--- config.mk ---
export PLATFORM = sky130hd
export DESIGN_NAME = alu_op_sequencer_flat
export DESIGN_NICKNAME = d
export VERILOG_FILES = /design/src/rtl/alu_pkg.sv /design/src/rtl/alu_op_sequencer_if.sv /design/src/rtl/alu_op_sequencer.sv /design/src/flat_wrapper.sv
export SDC_FILE = /design/constraint.sdc
export NUM_CORES = 1
export LEC_CHECK = 0
export ABC_AREA = 1
export CELL_PAD_IN_SITES_DETAIL_PLACEMENT = 1
export CELL_PAD_IN_SITES_GLOBAL_PLACEMENT = 1
export CORE_UTILIZATION = 34
export CTS_CLUSTER_DIAMETER = 30
export CTS_CLUSTER_SIZE = 12
export DETAILED_ROUTE_END_ITERATION = 6
export PLACE_DENSITY_LB_ADDON = 0.08
export SKIP_CTS_REPAIR_TIMING = 1
export SYNTH_ARGS = -nofsm -noshare
export SYNTH_HDL_FRONTEND = slang
export SYNTH_SLANG_ARGS = --single-unit
--- constraint.sdc ---
create_clock -name clk -period 8 [get_ports clk]
set_clock_uncertainty 0.1 [all_clocks]
set_input_delay 1.6 -clock clk [delete_from_list [all_inputs] [get_ports clk]]
set_output_delay 1.6 -clock clk [all_outputs]
set_load 0.01 [all_outputs]
--- src/rtl/alu_pkg.sv ---
// ============================================================================
// alu_pkg : opcode constants and sequencer state encoding shared with the ALU
// Revision: 1.0
// ============================================================================
`default_nettype none

package alu_pkg;

  localparam logic [3:0] OP_ADD = 4'd0;
  localparam logic [3:0] OP_SUB = 4'd1;
  localparam logic [3:0] OP_AND = 4'd2;
  localparam logic [3:0] OP_OR  = 4'd3;
  localparam logic [3:0] OP_XOR = 4'd4;
  localparam logic [3:0] OP_MAX = 4'd4;

  typedef enum logic [2:0] {
    ST_IDLE = 3'd0,
    ST_RDA  = 3'd1,
    ST_RDB  = 3'd2,
    ST_EXEC = 3'd3,
    ST_WB   = 3'd4,
    ST_ERR  = 3'd5
  } seq_state_e;

  function automatic logic op_legal(input logic [3:0] op);
    return (op <= OP_MAX);
  endfunction

endpackage

`default_nettype wire

--- src/rtl/alu_op_sequencer_if.sv ---
// ============================================================================
// alu_op_sequencer_if : request, register-file, ALU and writeback bundle
// Revision: 1.0
// ============================================================================
`default_nettype none

interface alu_op_sequencer_if #(
  parameter int WIDTH = 32,
  parameter int AW    = 4,
  parameter int CW    = 16
);
  logic             req_valid;
  logic             req_ready;
  logic [3:0]       req_opcode;
  logic [AW-1:0]    req_ra;
  logic [AW-1:0]    req_rb;
  logic [AW-1:0]    req_rc;
  logic [AW-1:0]    rf_raddr;
  logic [WIDTH-1:0] rf_rdata;
  logic [3:0]       alu_opcode;
  logic             alu_exec;
  logic [WIDTH-1:0] alu_a;
  logic [WIDTH-1:0] alu_b;
  logic [WIDTH-1:0] alu_result;
  logic             wb_valid;
  logic [AW-1:0]    wb_addr;
  logic [WIDTH-1:0] wb_data;
  logic             err;
  logic [CW-1:0]    op_count;

  // master: the surrounding datapath (requester, register file, ALU)
  modport master (
    output req_valid, req_opcode, req_ra, req_rb, req_rc, rf_rdata, alu_result,
    input  req_ready, rf_raddr, alu_opcode, alu_exec, alu_a, alu_b,
           wb_valid, wb_addr, wb_data, err, op_count
  );

  modport slave (
    input  req_valid, req_opcode, req_ra, req_rb, req_rc, rf_rdata, alu_result,
    output req_ready, rf_raddr, alu_opcode, alu_exec, alu_a, alu_b,
           wb_valid, wb_addr, wb_data, err, op_count
  );
endinterface

`default_nettype wire

--- src/rtl/alu_op_sequencer.sv ---
// ============================================================================
// alu_op_sequencer : reads two operands, fires the ALU, writes back the result
// Revision: 1.0
// ============================================================================
`default_nettype none

module alu_op_sequencer
  import alu_pkg::*;
#(
  parameter int WIDTH = 32,
  parameter int AW    = 4,
  parameter int CW    = 16
) (
  input  wire logic          clk,
  input  wire logic          clr,
  alu_op_sequencer_if.slave  bus
);

  seq_state_e       state_q, state_d;
  logic [3:0]       op_q, op_d;
  logic [AW-1:0]    ra_q, ra_d;
  logic [AW-1:0]    rb_q, rb_d;
  logic [AW-1:0]    rc_q, rc_d;
  logic [AW-1:0]    wb_addr_q, wb_addr_d;
  logic [WIDTH-1:0] a_q, a_d;
  logic [WIDTH-1:0] b_q, b_d;
  logic [WIDTH-1:0] z_q, z_d;
  logic [CW-1:0]    cnt_q, cnt_d;

  always_comb begin
    state_d       = state_q;
    op_d          = op_q;
    ra_d          = ra_q;
    rb_d          = rb_q;
    rc_d          = rc_q;
    wb_addr_d     = wb_addr_q;
    a_d           = a_q;
    b_d           = b_q;
    z_d           = z_q;
    cnt_d         = cnt_q;
    bus.req_ready = 1'b0;
    bus.rf_raddr  = '0;
    bus.alu_exec  = 1'b0;
    bus.wb_valid  = 1'b0;
    bus.err       = 1'b0;

    unique case (state_q)
      ST_IDLE: begin
        bus.req_ready = 1'b1;
        if (bus.req_valid) begin
          op_d    = bus.req_opcode;
          ra_d    = bus.req_ra;
          rb_d    = bus.req_rb;
          rc_d    = bus.req_rc;
          state_d = op_legal(bus.req_opcode) ? ST_RDA : ST_ERR;
        end
      end
      ST_RDA: begin
        bus.rf_raddr = ra_q;
        a_d          = bus.rf_rdata;
        state_d      = ST_RDB;
      end
      ST_RDB: begin
        bus.rf_raddr = rb_q;
        b_d          = bus.rf_rdata;
        state_d      = ST_EXEC;
      end
      ST_EXEC: begin
        // result and destination move together so the writeback pair only
        // changes on the edge where wb_valid rises
        bus.alu_exec = 1'b1;
        z_d          = bus.alu_result;
        wb_addr_d    = rc_q;
        state_d      = ST_WB;
      end
      ST_WB: begin
        bus.wb_valid = 1'b1;
        cnt_d        = cnt_q + CW'(1);
        state_d      = ST_IDLE;
      end
      ST_ERR: begin
        bus.err = 1'b1;
        state_d = ST_IDLE;
      end
      default: state_d = ST_IDLE;
    endcase
  end

  always_ff @(posedge clk or posedge clr) begin
    if (clr) begin
      state_q   <= ST_IDLE;
      op_q      <= '0;
      ra_q      <= '0;
      rb_q      <= '0;
      rc_q      <= '0;
      wb_addr_q <= '0;
      a_q       <= '0;
      b_q       <= '0;
      z_q       <= '0;
      cnt_q     <= '0;
    end else begin
      state_q   <= state_d;
      op_q      <= op_d;
      ra_q      <= ra_d;
      rb_q      <= rb_d;
      rc_q      <= rc_d;
      wb_addr_q <= wb_addr_d;
      a_q       <= a_d;
      b_q       <= b_d;
      z_q       <= z_d;
      cnt_q     <= cnt_d;
    end
  end

  assign bus.alu_opcode = op_q;
  assign bus.alu_a      = a_q;
  assign bus.alu_b      = b_q;
  assign bus.wb_addr    = wb_addr_q;
  assign bus.wb_data    = z_q;
  assign bus.op_count   = cnt_q;

endmodule

`default_nettype wire

--- src/flat_wrapper.sv ---
// flat-port wrapper written by rule: the top's interface ports become plain ports
module alu_op_sequencer_flat import alu_pkg::*;
#(
  parameter int WIDTH = 32,
  parameter int AW    = 4,
  parameter int CW    = 16
)
  (clk, clr, bus_req_valid, bus_req_opcode, bus_req_ra, bus_req_rb, bus_req_rc, bus_rf_rdata, bus_alu_result, bus_req_ready, bus_rf_raddr, bus_alu_opcode, bus_alu_exec, bus_alu_a, bus_alu_b, bus_wb_valid, bus_wb_addr, bus_wb_data, bus_err, bus_op_count);
  alu_op_sequencer_if #(.WIDTH(WIDTH), .AW(AW), .CW(CW)) bus_i ();
  input  wire logic clk;
  input  wire logic clr;
  input wire logic [$bits(bus_i.req_valid)-1:0] bus_req_valid;
  input wire logic [$bits(bus_i.req_opcode)-1:0] bus_req_opcode;
  input wire logic [$bits(bus_i.req_ra)-1:0] bus_req_ra;
  input wire logic [$bits(bus_i.req_rb)-1:0] bus_req_rb;
  input wire logic [$bits(bus_i.req_rc)-1:0] bus_req_rc;
  input wire logic [$bits(bus_i.rf_rdata)-1:0] bus_rf_rdata;
  input wire logic [$bits(bus_i.alu_result)-1:0] bus_alu_result;
  output wire logic [$bits(bus_i.req_ready)-1:0] bus_req_ready;
  output wire logic [$bits(bus_i.rf_raddr)-1:0] bus_rf_raddr;
  output wire logic [$bits(bus_i.alu_opcode)-1:0] bus_alu_opcode;
  output wire logic [$bits(bus_i.alu_exec)-1:0] bus_alu_exec;
  output wire logic [$bits(bus_i.alu_a)-1:0] bus_alu_a;
  output wire logic [$bits(bus_i.alu_b)-1:0] bus_alu_b;
  output wire logic [$bits(bus_i.wb_valid)-1:0] bus_wb_valid;
  output wire logic [$bits(bus_i.wb_addr)-1:0] bus_wb_addr;
  output wire logic [$bits(bus_i.wb_data)-1:0] bus_wb_data;
  output wire logic [$bits(bus_i.err)-1:0] bus_err;
  output wire logic [$bits(bus_i.op_count)-1:0] bus_op_count;
  assign bus_i.req_valid = bus_req_valid;
  assign bus_i.req_opcode = bus_req_opcode;
  assign bus_i.req_ra = bus_req_ra;
  assign bus_i.req_rb = bus_req_rb;
  assign bus_i.req_rc = bus_req_rc;
  assign bus_i.rf_rdata = bus_rf_rdata;
  assign bus_i.alu_result = bus_alu_result;
  assign bus_req_ready = bus_i.req_ready;
  assign bus_rf_raddr = bus_i.rf_raddr;
  assign bus_alu_opcode = bus_i.alu_opcode;
  assign bus_alu_exec = bus_i.alu_exec;
  assign bus_alu_a = bus_i.alu_a;
  assign bus_alu_b = bus_i.alu_b;
  assign bus_wb_valid = bus_i.wb_valid;
  assign bus_wb_addr = bus_i.wb_addr;
  assign bus_wb_data = bus_i.wb_data;
  assign bus_err = bus_i.err;
  assign bus_op_count = bus_i.op_count;
  alu_op_sequencer #(.WIDTH(WIDTH), .AW(AW), .CW(CW)) u_core (.clk(clk), .clr(clr), .bus(bus_i));
endmodule
# Word level (Yosys, flattened, before mapping)
# Cells that the tools add are included.
# W data, S select, Z words.
# word_totals
register_bits	135
mem_count	0
mem_bits_ro	0
output_inout_bits	128
input_bits	83
word_cells	28
latchBits	0
ram_bits	0
# classes
magnitude_cmp	1
reduce_logical	2
div_mod_pow	0
eq_ne	6
shifts	0
mux	8
bitwise_logic	0
multipliers	0
add_sub_neg	1
# op_table
op	count
$add A16 B1 Y16 const B	1
$pmux W3 S4	1
$pmux W4 S2	1
$eq A3 B2 Y1 const B	2
$eq A3 B3 Y1 const B	2
$mux W3	2
$le A4 B3 Y1 const B	1
$mux W1	4
$eq A3 B1 Y1 const B	1
$logic_not A3 Y1	1
$ne A2 B2 Y1 const B	1
$reduce_and A2 Y1	1

# Longest topological paths before layout
# logic_depth
ltp_word	4
mapped_depth	7
ltp_nobuf	7

# Worst setup path after synthesis
# OpenSTA, ideal clock, no wires.
# synth_timing
path_kind	register to output
startpoint	register u_core.state_q[2]
endpoint	output bus_rf_raddr[0]
n_path_buf	2
setup_slack_ns	5.147
arrival_time_ns	1.153
stages_incl_launch_ff	6
t_required_ns	6.300
cell_sequence	dfrtp_1 buf_6 inv_1 nand3_1 clkbuf_1 o21ai_0
# synth_via
elab_chain_cells	2
elab_cells_between_ends	3
cone_classes	2 x eq/ne; 1 x mux
# synth_lines
element	line	text
start: declaration	alu_op_sequencer.sv:19	seq_state_e state_q, state_d;
start signal: assignment	alu_op_sequencer.sv:102	state_q <= state_d;
$eq A3 B2 Y1 or $eq A3 B1 Y1 (tied branches)	alu_op_sequencer.sv:47	unique case (state_q)
$pmux W4 S2 (*)	alu_op_sequencer.sv:47	
end: declaration	flat_wrapper.sv:20	output wire logic [$bits(bus_i.rf_raddr)-1:0] bus_rf_raddr;
# Every way passes the cells marked *; elsewhere a longest branch is shown, timed or not.

# Worst setup path in the final report
# layout_timing
startpoint	register u_core.state_q[2]
endpoint	output bus_alu_exec
# layout_via
elab_chain_cells	2
# layout_lines
element	line	text
$eq A3 B2 Y1	alu_op_sequencer.sv:47	
$mux W1	alu_op_sequencer.sv:47	
end: declaration	flat_wrapper.sv:22	output wire logic [$bits(bus_i.alu_exec)-1:0] bus_alu_exec;
# Every way passes these cells.

==> results.py <==
metrics = {
    "status": {
        "status": "complete, no violations",
    },
    "timing": {
        "max_freq_mhz": 206,
        "finalSetupTns_ns": 0,
        "drv_slew": 0,
        "tightestPinTransition_ns": 1.06,
        "holdWs_ns": 0.376,
        "slew_headroom_pct": 28.9,
        "hold_viol_final": 0,
        "setup_viol_count_final": 0,
        "fin_crit_sh_pct": 60.7,
        "rsz0062_at_grt": "no",
        "period_minus_slack_ns": 4.86,
    },
    "placement": {
        "port_buffers": 210,
        "gp_congestion": 0.825,
        "hpwl_um": 11000,
    },
    "yosys": {
        "yosysMostFrequentCell": "nand2_1",
        "synthXorXnorAreaFrac_pct": 1.30,
        "synth_edf_count": 0,
        "synth_fa_ha_area_share_pct": 0.232,
        "synth.top_cell.area_share_pct": 62.6,
        "async_flop_share_pct": 100,
        "yosys_warnings": 0,
        "syn_avg_cell_area_um2": 9.11,
        "ys.flop_type": "dfrtp_1",
        "yosys-top-cells-area": "dfrtp_1, nand2_1, o21ai_0",
        "ys_ff_latch": 135,
        "synthSimpleGateAreaFrac_pct": 21.2,
        "synth_nets": 676,
        "post_synth_mux_area_share_pct": 0,
        "yosysUniqueCellTypes": 26,
        "synth.cells.most_frequent": "nand2_1, dfrtp_1, o21ai_0",
        "syn_area_um2": 5390,
        "synth_compound_gate_area_share_pct": 7.94,
        "synth_cells": 592,
        "ys_seq_area_share_pct": 62.6,
        "synth_top_area_cell": "dfrtp_1",
        "synth_top_family_by_area": "simple AND/OR/NAND/NOR gates",
    },
    "worst_hold_path": {
        "min_from": "u_core.rb_q[2]",
        "whs_path_depth": 2,
        "hp-class": "flip-flop to flip-flop",
        "whs_endpoint": "u_core.rb_q[2]",
    },
    "setup_path": {
        "worst_setup_path_start_kind": "flip-flop",
        "cp.arrival_ns": 3.16,
        "crit_path_end_kind": "primary output",
        "worstReg2RegStart": "u_core.state_q[2]",
        "cp_max_fo": 41,
        "cp.required_ns": 6.30,
        "regToRegEndpoint": "u_core.state_q[2]",
        "reg2reg_depth": 6,
        "worst-setup-path-type": "flip-flop to primary output",
        "r2r_setup_slack_ns": 5.31,
    },
    "pwr": {
        "p_sw_share_pct": 33.6,
        "switching_power_w": 0.00112,
        "max-vdd-ir-drop_mv": 0.182,
        "finalPower_w": 0.00334,
        "combPwrFrac_pct": 39.4,
        "p_int_w": 0.00222,
        "clkPwrFrac_pct": 24.9,
        "pwr-share-seq_pct": 35.7,
        "p_leak_nw": 3.91,
        "power.density_nw_per_um2": 404,
    },
    "routing": {
        "first_pass_iters": 5,
        "viasPerCell": 4.56,
        "totalWireLength_um": 15600,
        "dr_total_vias": 4653,
        "route.detailed.drc": 0,
        "drtIter0Drc": 237,
        "post_drt_wl_per_cell_um": 15.3,
        "detail-route-antenna-nets": 0,
    },
    "grt": {
        "grt_usage_pct": 20.4,
        "grt_max_degree": 85,
        "grt_overflow": 0,
        "grt_pass1_wl_um": 25800,
        "grt_pass1_vias": 5065,
        "antenna_found_initial": 0,
    },
    "clock_tree": {
        "tritoncts": "done",
        "cts_max_level": 4,
        "cts_sinks": 135,
        "cts-root-buf": "clkbuf_16",
        "ctsLongestPathBuffers": 2,
        "clk_pin_slew_ns": 0.06,
        "cts_buffers": 17,
        "clkLatencyLatePin_ns": 0.41,
    },
    "die": {
        "num_rows": 45,
        "die_w_um": 128,
        "ioPinCount": 211,
        "die-area_um2": 16400,
        "core_area_um2": 15300,
        "die_h_um": 128,
        "initial_core_util_pct": 35.2,
    },
    "final_layout": {
        "final_nets": 881,
        "fill_cells": 1745,
        "area_growth_syn_to_layout_pct": 53.4,
        "layout-drive-gt1-share_pct": 4.81,
        "antenna_cells": 0,
        "post-route-util_pct": 54.0,
    },
    "flow_run": {
        "drv_cap": 0,
    },
}
==> placed cells by master (no fill, tap or decap), types with 2 or more instances in the layout <==
master / count
nand2_1: 218
clkdlybuf4s50_1: 210
dfrtp_1: 135
o21ai_0: 74
inv_1: 55
nor2_1: 22
nand3_1: 21
clkbuf_16: 17
a21oi_1: 9
xnor2_1: 5
nand4_1: 4
clkbuf_1: 4
bufinv_16: 4
nand3b_1: 3
xor2_1: 3
clkbuf_8: 3
clkinv_2: 3
buf_4: 3
nor2_4: 2
nor3_1: 2
==> final cells by class <==
cell class	instances	area, um2	share of cell area, %
Clock buffer	24	482	5.82
Clock inverter	8	144	1.74
Inverter	57	219	2.65
Multi-Input combinational cell	373	1660	20.1
Sequential cell	135	3380	40.8
Tap cell	211	264	3.19
Timing Repair Buffer	213	2120	25.7
==> registers in the layout, summed over array words and instances, names as in the netlist <==
register               flops
u_core.bus.alu_opcode      4
u_core.rc_q                4
u_core.bus.wb_addr         4
u_core.rb_q                4
u_core.bus.wb_data        32
u_core.state_q             3
u_core.bus.op_count       16
u_core.bus.alu_b          32
u_core.bus.alu_a          32
u_core.ra_q                4
==> routing by layer <==
metal / global-route usage (%) / routed length (um) / share of wire [%] / vias up
met1: 25.2 / 6770 / 43 / 2266
li1: - / - / - / 2253
met5: 0 / 0 / 0 / -
met4: 5.40 / 93 / 0.60 / 0
met2: 34.3 / 7730 / 49 / 128
met3: 6.84 / 1040 / 6.6 / 6
==> how the worst max path moves through the flow <==
stage / startpoint / end / slack (ns) / cells after the start
6_report: u_core.state_q[2] / bus_alu_exec / 3.14 / 5
5_1_grt: u_core.state_q[2] / bus_alu_exec / 2.87 / 5
3_3_place_gp: u_core.state_q[2] / bus_alu_exec / 3.64 / 5
2_1_floorplan: clr / u_core.bus.alu_a[0] / 2.69 / 1
3_5_place_dp: u_core.state_q[2] / bus_alu_exec / 3.55 / 5
4_1_cts: u_core.state_q[2] / bus_alu_exec / 3.09 / 5
==> kinds of logic after synthesis <==
| kind of cell | after synthesis |
|---|---|
| flip-flops | 135 |
| XOR/XNOR | 8 |
| AO/OA/AOI/OAI | 85 |
| AND/OR/NAND/NOR | 279 |
| adder cells (fa/ha/maj) | 1 |
| buffers and inverters | 84 |
==> worst max-delay path, cell delays in order, from the launching register on <==
cell and delay [ns]:
dfrtp_1 0.52, inv_1 0.13, nand3_1 0.10, buf_4 0.38
clkinv_1 0.86, clkdlybuf4s50_1 0.73
==> power groups by stage <==
stage | Clock (W) | Sequential (W) | Combinational, W
floorplan | 0 | 0.00128 | 0.000477
global placement | 0 | 0.00119 | 0.00129
detailed placement | 0 | 0.00120 | 0.00133
CTS | 0.000847 | 0.00120 | 0.00134
global route | 0.000874 | 0.00123 | 0.00145
finish | 0.000830 | 0.00119 | 0.00132
==> stage by stage <==
step | cell area [um2] | setup WS, ns | instances
global route | 8270 | 2.87 | 1021
global placement | 7640 | 3.64 | 989
CTS | 8270 | 3.09 | 1021
detailed placement | 7640 | 3.55 | 989
finish | 8270 | 3.14 | 1021
floorplan | 5390 | 2.69 | 592
Note: power is estimated with default switching activity, not from simulation.
